`src/rtl/up_down_counter_n_if.sv`:
```
// Control and status bundle for up_down_counter_n.
// The master drives the counter controls; the slave (the counter) returns its state.
interface up_down_counter_n_if #(
  parameter int WIDTH = 4
);
  logic             en;
  logic             a;
  logic             sat;
  logic             load;
  logic [WIDTH-1:0] load_val;
  logic             clr_ovf;
  logic [WIDTH-1:0] count;
  logic             wrap;
  logic             ovf;
  logic             at_max;
  logic             at_min;

  modport master (
    output en, a, sat, load, load_val, clr_ovf,
    input  count, wrap, ovf, at_max, at_min
  );

  modport slave (
    input  en, a, sat, load, load_val, clr_ovf,
    output count, wrap, ovf, at_max, at_min
  );
endinterface

```
`src/rtl/up_down_counter_n.sv`:
```
// Modulo-(MAX_VAL+1) up/down counter with wrap/saturate boundary modes,
// parallel load, a one-cycle wrap pulse and a sticky boundary-event flag.
module up_down_counter_n #(
  parameter int WIDTH   = 4,
  parameter int MAX_VAL = (2**WIDTH) - 1,
  parameter int INIT    = 0
) (
  input  logic                 clk,
  input  logic                 reset,
  up_down_counter_n_if.slave   bus
);

  if (WIDTH < 1 || MAX_VAL < 1 || MAX_VAL > (2**WIDTH) - 1 ||
      INIT < 0 || INIT > MAX_VAL) begin : g_bad_params
    $error("up_down_counter_n: illegal WIDTH/MAX_VAL/INIT combination");
  end

  localparam logic [WIDTH-1:0] MAX_C  = WIDTH'(MAX_VAL);
  localparam logic [WIDTH-1:0] INIT_C = WIDTH'(INIT);
  localparam logic [WIDTH-1:0] ONE    = WIDTH'(1);

  logic [WIDTH-1:0] count_q, count_d;
  logic             wrap_q,  wrap_d;
  logic             ovf_q,   ovf_d;

  // NOTE: every always_comb output gets a default first so no path can infer a latch.
  always_comb begin
    count_d = count_q;
    wrap_d  = 1'b0;
    ovf_d   = ovf_q;

    // A boundary step below overrides this clear, so set beats clear.
    if (bus.clr_ovf) ovf_d = 1'b0;

    if (bus.load) begin
      count_d = (bus.load_val > MAX_C) ? MAX_C : bus.load_val;
    end else if (bus.en) begin
      if (!bus.a) begin
        if (count_q == MAX_C) begin
          ovf_d = 1'b1;
          if (!bus.sat) begin
            count_d = '0;
            wrap_d  = 1'b1;
          end
        end else begin
          count_d = count_q + ONE;
        end
      end else begin
        if (count_q == '0) begin
          ovf_d = 1'b1;
          if (!bus.sat) begin
            count_d = MAX_C;
            wrap_d  = 1'b1;
          end
        end else begin
          count_d = count_q - ONE;
        end
      end
    end
  end

  // NOTE: state registers use non-blocking assignments so every flop samples pre-edge values.
  always_ff @(posedge clk or negedge reset) begin
    if (!reset) begin
      count_q <= INIT_C;
      wrap_q  <= 1'b0;
      ovf_q   <= 1'b0;
    end else begin
      count_q <= count_d;
      wrap_q  <= wrap_d;
      ovf_q   <= ovf_d;
    end
  end

  assign bus.count  = count_q;
  assign bus.wrap   = wrap_q;
  assign bus.ovf    = ovf_q;
  assign bus.at_max = (count_q == MAX_C);
  assign bus.at_min = (count_q == '0);

endmodule

```
`src/flat_wrapper.sv`:
```
// flat-port wrapper written by rule: the top's interface ports become plain ports
module up_down_counter_n_flat 
#(
  parameter int WIDTH   = 4,
  parameter int MAX_VAL = (2**WIDTH) - 1,
  parameter int INIT    = 0
)
  (clk, reset, bus_en, bus_a, bus_sat, bus_load, bus_load_val, bus_clr_ovf, bus_count, bus_wrap, bus_ovf, bus_at_max, bus_at_min);
  up_down_counter_n_if #(.WIDTH(WIDTH)) bus_i ();
  input  logic clk;
  input  logic reset;
  input wire logic [$bits(bus_i.en)-1:0] bus_en;
  input wire logic [$bits(bus_i.a)-1:0] bus_a;
  input wire logic [$bits(bus_i.sat)-1:0] bus_sat;
  input wire logic [$bits(bus_i.load)-1:0] bus_load;
  input wire logic [$bits(bus_i.load_val)-1:0] bus_load_val;
  input wire logic [$bits(bus_i.clr_ovf)-1:0] bus_clr_ovf;
  output wire logic [$bits(bus_i.count)-1:0] bus_count;
  output wire logic [$bits(bus_i.wrap)-1:0] bus_wrap;
  output wire logic [$bits(bus_i.ovf)-1:0] bus_ovf;
  output wire logic [$bits(bus_i.at_max)-1:0] bus_at_max;
  output wire logic [$bits(bus_i.at_min)-1:0] bus_at_min;
  assign bus_i.en = bus_en;
  assign bus_i.a = bus_a;
  assign bus_i.sat = bus_sat;
  assign bus_i.load = bus_load;
  assign bus_i.load_val = bus_load_val;
  assign bus_i.clr_ovf = bus_clr_ovf;
  assign bus_count = bus_i.count;
  assign bus_wrap = bus_i.wrap;
  assign bus_ovf = bus_i.ovf;
  assign bus_at_max = bus_i.at_max;
  assign bus_at_min = bus_i.at_min;
  up_down_counter_n #(.WIDTH(WIDTH), .MAX_VAL(MAX_VAL), .INIT(INIT)) u_core (.clk(clk), .reset(reset), .bus(bus_i));
endmodule
```
`config.mk`:
```
export PLATFORM = sky130hd
export DESIGN_NAME = up_down_counter_n_flat
export DESIGN_NICKNAME = d
export VERILOG_FILES = /design/src/rtl/up_down_counter_n_if.sv /design/src/rtl/up_down_counter_n.sv /design/src/flat_wrapper.sv
export SDC_FILE = /design/constraint.sdc
export NUM_CORES = 1
export LEC_CHECK = 0
export CORE_UTILIZATION = 29
export DETAILED_ROUTE_END_ITERATION = 8
export HOLD_SLACK_MARGIN = 0.1
export SLEW_MARGIN = 20
export SYNTH_ARGS = -nofsm -noshare
export SYNTH_HDL_FRONTEND = slang
export SYNTH_SLANG_ARGS = --single-unit
export TNS_END_PERCENT = 1
```
`constraint.sdc`:
```
create_clock -name clk -period 2.1 [get_ports clk]
set_clock_uncertainty 0.2 [all_clocks]
set_input_delay 0.21 -clock clk [delete_from_list [all_inputs] [get_ports clk]]
set_output_delay 0.21 -clock clk [all_outputs]
set_load 0.01 [all_outputs]
```
==> report_table.html <==
<table>
<tr><th>Metric</th><th>Value</th></tr>
<tr><th colspan="2">Run status</th></tr>
<tr><td>Outcome</td><td>finished with violations</td></tr>
<tr><td>Violated checks</td><td>design-rule violations</td></tr>
<tr><th colspan="2">Global routing</th></tr>
<tr><td>Met2 Use GR</td><td>0.241</td></tr>
<tr><td>Met3 track utilization from global routing</td><td>0.0870</td></tr>
<tr><td>GR Util All Layers</td><td>0.154</td></tr>
<tr><td>Layer with the highest usage</td><td>met2</td></tr>
<tr><td>Met1 Track Usage GR</td><td>0.179</td></tr>
<tr><td>Number of antenna violations at the first check in global routing</td><td>0</td></tr>
<tr><td>Pin count of the biggest net entering global routing</td><td>11</td></tr>
<tr><td>Overflow left after global routing</td><td>0</td></tr>
<tr><td>Vias in the first global route</td><td>between 400 and 500</td></tr>
<tr><td>Wire length of the first global-routing pass</td><td>1990 µm</td></tr>
<tr><th colspan="2">Cells and area</th></tr>
<tr><td>Ratio of cells with drive above 1 in the final layout</td><td>0.176</td></tr>
<tr><td>End-of-flow core utilization</td><td>0.474</td></tr>
<tr><td>Layout Nets</td><td>89</td></tr>
<tr><td>Antenna diodes</td><td>0</td></tr>
<tr><td>Area Growth Syn to Fin</td><td>54.3%</td></tr>
<tr><td>FILL cells</td><td>148</td></tr>
<tr><th colspan="2">Drt</th></tr>
<tr><td>Number of detailed-route iterations in the first pass</td><td>5</td></tr>
<tr><td>Antenna Violating Nets Remaining</td><td>0</td></tr>
<tr><td>Avg WL per Cell</td><td>13.4 µm</td></tr>
<tr><td>Drt via density</td><td>5.36</td></tr>
<tr><td>DRC viols</td><td>1</td></tr>
<tr><td>Total detailed-routing wirelength</td><td>1200 µm</td></tr>
<tr><td>Iteration-0 DRC count of the detailed router</td><td>4</td></tr>
<tr><td>Vias</td><td>482</td></tr>
<tr><th colspan="2">Yosys</th></tr>
<tr><td>Fraction of the mapped netlist area in compound gates</td><td>0.268</td></tr>
<tr><td>Portion of the post-synthesis area used by sequential elements</td><td>0.324</td></tr>
<tr><td>Number of library cell types mapped by synthesis</td><td>33</td></tr>
<tr><td>Synthesis Warnings</td><td>0</td></tr>
<tr><td>Top FF cell, synth</td><td>sky130_fd_sc_hd__dfrtp_1</td></tr>
<tr><td>Count of flip-flops with a built-in enable after synthesis</td><td>0</td></tr>
<tr><td>Flops &amp; latches, synth</td><td>6</td></tr>
<tr><td>Simple-Gate Fraction of Synth Area</td><td>0.165</td></tr>
<tr><td>Fraction of synthesized area in multiplexers</td><td>0.0784</td></tr>
<tr><td>Share of the synthesized area in the top cell type</td><td>0.324</td></tr>
<tr><td>Synth top cells by count</td><td>sky130_fd_sc_hd__dfrtp_1, sky130_fd_sc_hd__inv_1, sky130_fd_sc_hd__a31oi_1, sky130_fd_sc_hd__nand2_1</td></tr>
<tr><td>Combinational family with the most area after synthesis</td><td>compound AO/OA/AOI/OAI gates</td></tr>
<tr><td>Post-Synthesis Net Count</td><td>64</td></tr>
<tr><td>Gate Count Post-Synth</td><td>51</td></tr>
<tr><td>Xor/xnor share of the synthesized area</td><td>0.0189</td></tr>
<tr><td>Largest area contributor in the synthesized netlist</td><td>sky130_fd_sc_hd__dfrtp_1</td></tr>
<tr><td>Synthesized area per cell</td><td>~9.1 µm²</td></tr>
<tr><td>Synth Cell Area</td><td>between 400 and 500 µm²</td></tr>
<tr><td>Synth Area in Adders</td><td>0.0541</td></tr>
<tr><td>Share of flip-flops with an asynchronous set or reset after synthesis</td><td>1.00</td></tr>
<tr><td>Cell types with the largest area share after synthesis</td><td>sky130_fd_sc_hd__dfrtp_1, sky130_fd_sc_hd__ha_1, sky130_fd_sc_hd__inv_1, sky130_fd_sc_hd__a31oi_1, sky130_fd_sc_hd__mux2_4</td></tr>
<tr><th colspan="2">Timing</th></tr>
<tr><td>Relative slew slack</td><td>0.790</td></tr>
<tr><td>Final hold violation count</td><td>0</td></tr>
<tr><td>Post-route fraction of the period consumed by the critical path</td><td>0.949</td></tr>
<tr><td>Hold slack final</td><td>between 0.3 and 0.4 ns</td></tr>
<tr><td>Pin slew with the least headroom to its limit</td><td>0.315 ns</td></tr>
<tr><td>Number of setup violations in the final report</td><td>0</td></tr>
<tr><td>Post-layout worst setup margin</td><td>0.106 ns</td></tr>
<tr><td>Final slew viol count</td><td>0</td></tr>
<tr><td>Max frequency</td><td>approximately 500 MHz</td></tr>
<tr><td>Setup Total Neg Slack</td><td>0 ns</td></tr>
<tr><td>Final critical path time including I/O delays and setup</td><td>1.99 ns</td></tr>
<tr><td>Setup repair after global routing missed its margin</td><td>false</td></tr>
<tr><th colspan="2">Placed design</th></tr>
<tr><td>Total half-perimeter wirelength after legalization and detailed placement</td><td>922 µm</td></tr>
<tr><td>Routability cong.</td><td>0.774</td></tr>
<tr><td>Pre-CTS setup slack</td><td>0.0710 ns</td></tr>
<tr><td>Number of buffers inserted by port buffering</td><td>18</td></tr>
<tr><th colspan="2">Clock network</th></tr>
<tr><td>CTS sink count</td><td>6</td></tr>
<tr><td>Clk slew on worst S/H paths</td><td>0.04 ns</td></tr>
<tr><td>CTS tree</td><td>done</td></tr>
<tr><td>CTS Root Cell</td><td>sky130_fd_sc_hd__clkbuf_4</td></tr>
<tr><td>Maximum clock insertion buffer count</td><td>2</td></tr>
<tr><td>Post CTS Setup Buffer Count</td><td>0</td></tr>
<tr><td>Clock latency at the later pin of the worst-skew pair</td><td>0.24 ns</td></tr>
<tr><td>H-tree Lvls</td><td>1</td></tr>
<tr><td>Number of buffers created by CTS</td><td>3</td></tr>
<tr><th colspan="2">Worst hold path</th></tr>
<tr><td>Worst min-delay path startpoint</td><td>u_core.bus.ovf</td></tr>
<tr><td>Worst hold path class</td><td>register to register</td></tr>
<tr><td>Number of instances on the worst hold path</td><td>2</td></tr>
<tr><td>Hold worst-path end</td><td>u_core.bus.ovf</td></tr>
<tr><th colspan="2">Critical path</th></tr>
<tr><td>Reg2reg path depth</td><td>6</td></tr>
<tr><td>Reg-to-Reg End</td><td>u_core.bus.count[0]</td></tr>
<tr><td>Cells along the critical path</td><td>ha_2 &gt; and3_1 &gt; clkdlybuf4s50_1</td></tr>
<tr><td>Slowest stage cell, crit path</td><td>sky130_fd_sc_hd__clkdlybuf4s50_1</td></tr>
<tr><td>Worst path bufs/invs</td><td>1</td></tr>
<tr><td>CP Launch Type</td><td>register</td></tr>
<tr><td>Start-to-end type of the worst setup path</td><td>register to primary output</td></tr>
<tr><td>Reg2Reg Setup Slack</td><td>0.18 ns</td></tr>
<tr><td>Critical Path Sink Type</td><td>primary output</td></tr>
<tr><td>Peak fanout along the critical path</td><td>7</td></tr>
<tr><td>Data arrival time at the worst-slack endpoint</td><td>1.58 ns</td></tr>
<tr><td>Gate family responsible for the most delay along the worst path</td><td>buffers and inverters</td></tr>
<tr><td>Required time worst endpoint</td><td>1.69 ns</td></tr>
<tr><td>Critical Path Max Stage Delay</td><td>0.52 ns</td></tr>
<tr><td>R2r startpoint</td><td>u_core.bus.count[1]</td></tr>
<tr><th colspan="2">Die</th></tr>
<tr><td>Horizontal die dimension</td><td>around 42 µm</td></tr>
<tr><td>Initial standard-cell utilization of the core</td><td>0.307</td></tr>
<tr><td>Core area</td><td>1510 µm²</td></tr>
<tr><td>Top Ports</td><td>19</td></tr>
<tr><td>Die area</td><td>roughly 1800 µm²</td></tr>
<tr><td>Y dimension of the die</td><td>42.0 µm</td></tr>
<tr><td>Number of standard-cell rows in the floorplan</td><td>14</td></tr>
<tr><th colspan="2">Run</th></tr>
<tr><td>Max-cap check violation count</td><td>0</td></tr>
<tr><th colspan="2">Power</th></tr>
<tr><td>P per Cell Area</td><td>about 710 nW/µm²</td></tr>
<tr><td>Worst IR Drop VDD</td><td>0.478 mV</td></tr>
<tr><td>Final Power</td><td>509 µW</td></tr>
<tr><td>Leakage</td><td>around 0.3 nW</td></tr>
</table>
==> worst max-delay path by stage <==
| stage | startpoint | endpoint | slack [ns] | cells after the start |
|---|---|---|---|---|
| floorplan | u_core.bus.count[0] | u_core.bus.count[0] | 0.20 | 5 |
| global placement | u_core.bus.count[1] | bus_at_min | 0.08 | 4 |
| detailed placement | u_core.bus.count[1] | bus_at_min | 0.07 | 4 |
| CTS | u_core.bus.count[0] | bus_at_max | 0.03 | 3 |
| global route | u_core.bus.count[1] | bus_at_max | 0.005 | 3 |
| finish | u_core.bus.count[1] | bus_at_max | 0.11 | 3 |
==> metrics by stage <==
step	instance area, µm²	instances
after floorplan	463	51
after global placement	673	86
after detailed placement	673	86
after CTS	711	90
after global routing	714	90
final	714	90
==> layout by cell type, fill, tap and decap left out, drive strengths merged, types with 3 or more instances in the layout <==
master / instances
a31oi: 3
buf: 4
clkbuf: 3
clkdlybuf4s50: 17
dfrtp: 6
inv: 6
nand2: 3
==> power by group <==
part / switching [mW] / internal (mW) / leakage (nW) / total, mW
clock: 0.0395 / 0.0645 / 0.0138 / 0.104
combinational: 0.0999 / 0.132 / 0.218 / 0.232
sequential: 0.0374 / 0.136 / 0.0733 / 0.173
total: 0.177 / 0.332 / 0.305 / 0.509
==> metal layers <==
layer | part of all wire | wire (µm) | vias up
li1 | - | - | 240
met1 | 0.46 | 554 | 221
met2 | 0.46 | 554 | 19
met3 | 0.060 | 72 | 2
met4 | 0.017 | 21 | 0
met5 | 0 | 0 | -
==> what timing repair did <==
action                                  4_1_cts  5_1_grt
endpoints found under the hold margin         6        0
hold buffers                                  1        0
endpoints found under the setup margin        2        1
resized for setup                             3        2
==> sequential cells by signal (all words and copies together), names as in the netlist <==
register / count
u_core.bus.wrap: 1
u_core.bus.ovf: 1
u_core.bus.count: 4
==> layout make-up <==
type | instances | area, µm² | area share
Tap cell | 16 | 20.0 | 0.0280
Timing Repair Buffer | 23 | 219 | 0.306
Multi-Input combinational cell | 36 | 278 | 0.389
Inverter | 6 | 22.5 | 0.0315
Clock buffer | 3 | 22.5 | 0.0315
Sequential cell | 6 | 153 | 0.214
==> cell families after synthesis <==
family | after synthesis
compound gates | 17
xor+xnor | 1
fa+ha+maj | 2
buf+inv | 9
flops | 6
mux | 3
simple gates | 13
==> tightest hold or removal path, delay by kind of cell, from the launching register on <==
family / cells / cell delay (ns)
buffers and inverters: 1 / 0.04
AO/OA/AOI/OAI: 1 / 0.09
flip-flops: 1 / 0.34
No activity file was read; power rests on OpenSTA's default activity.
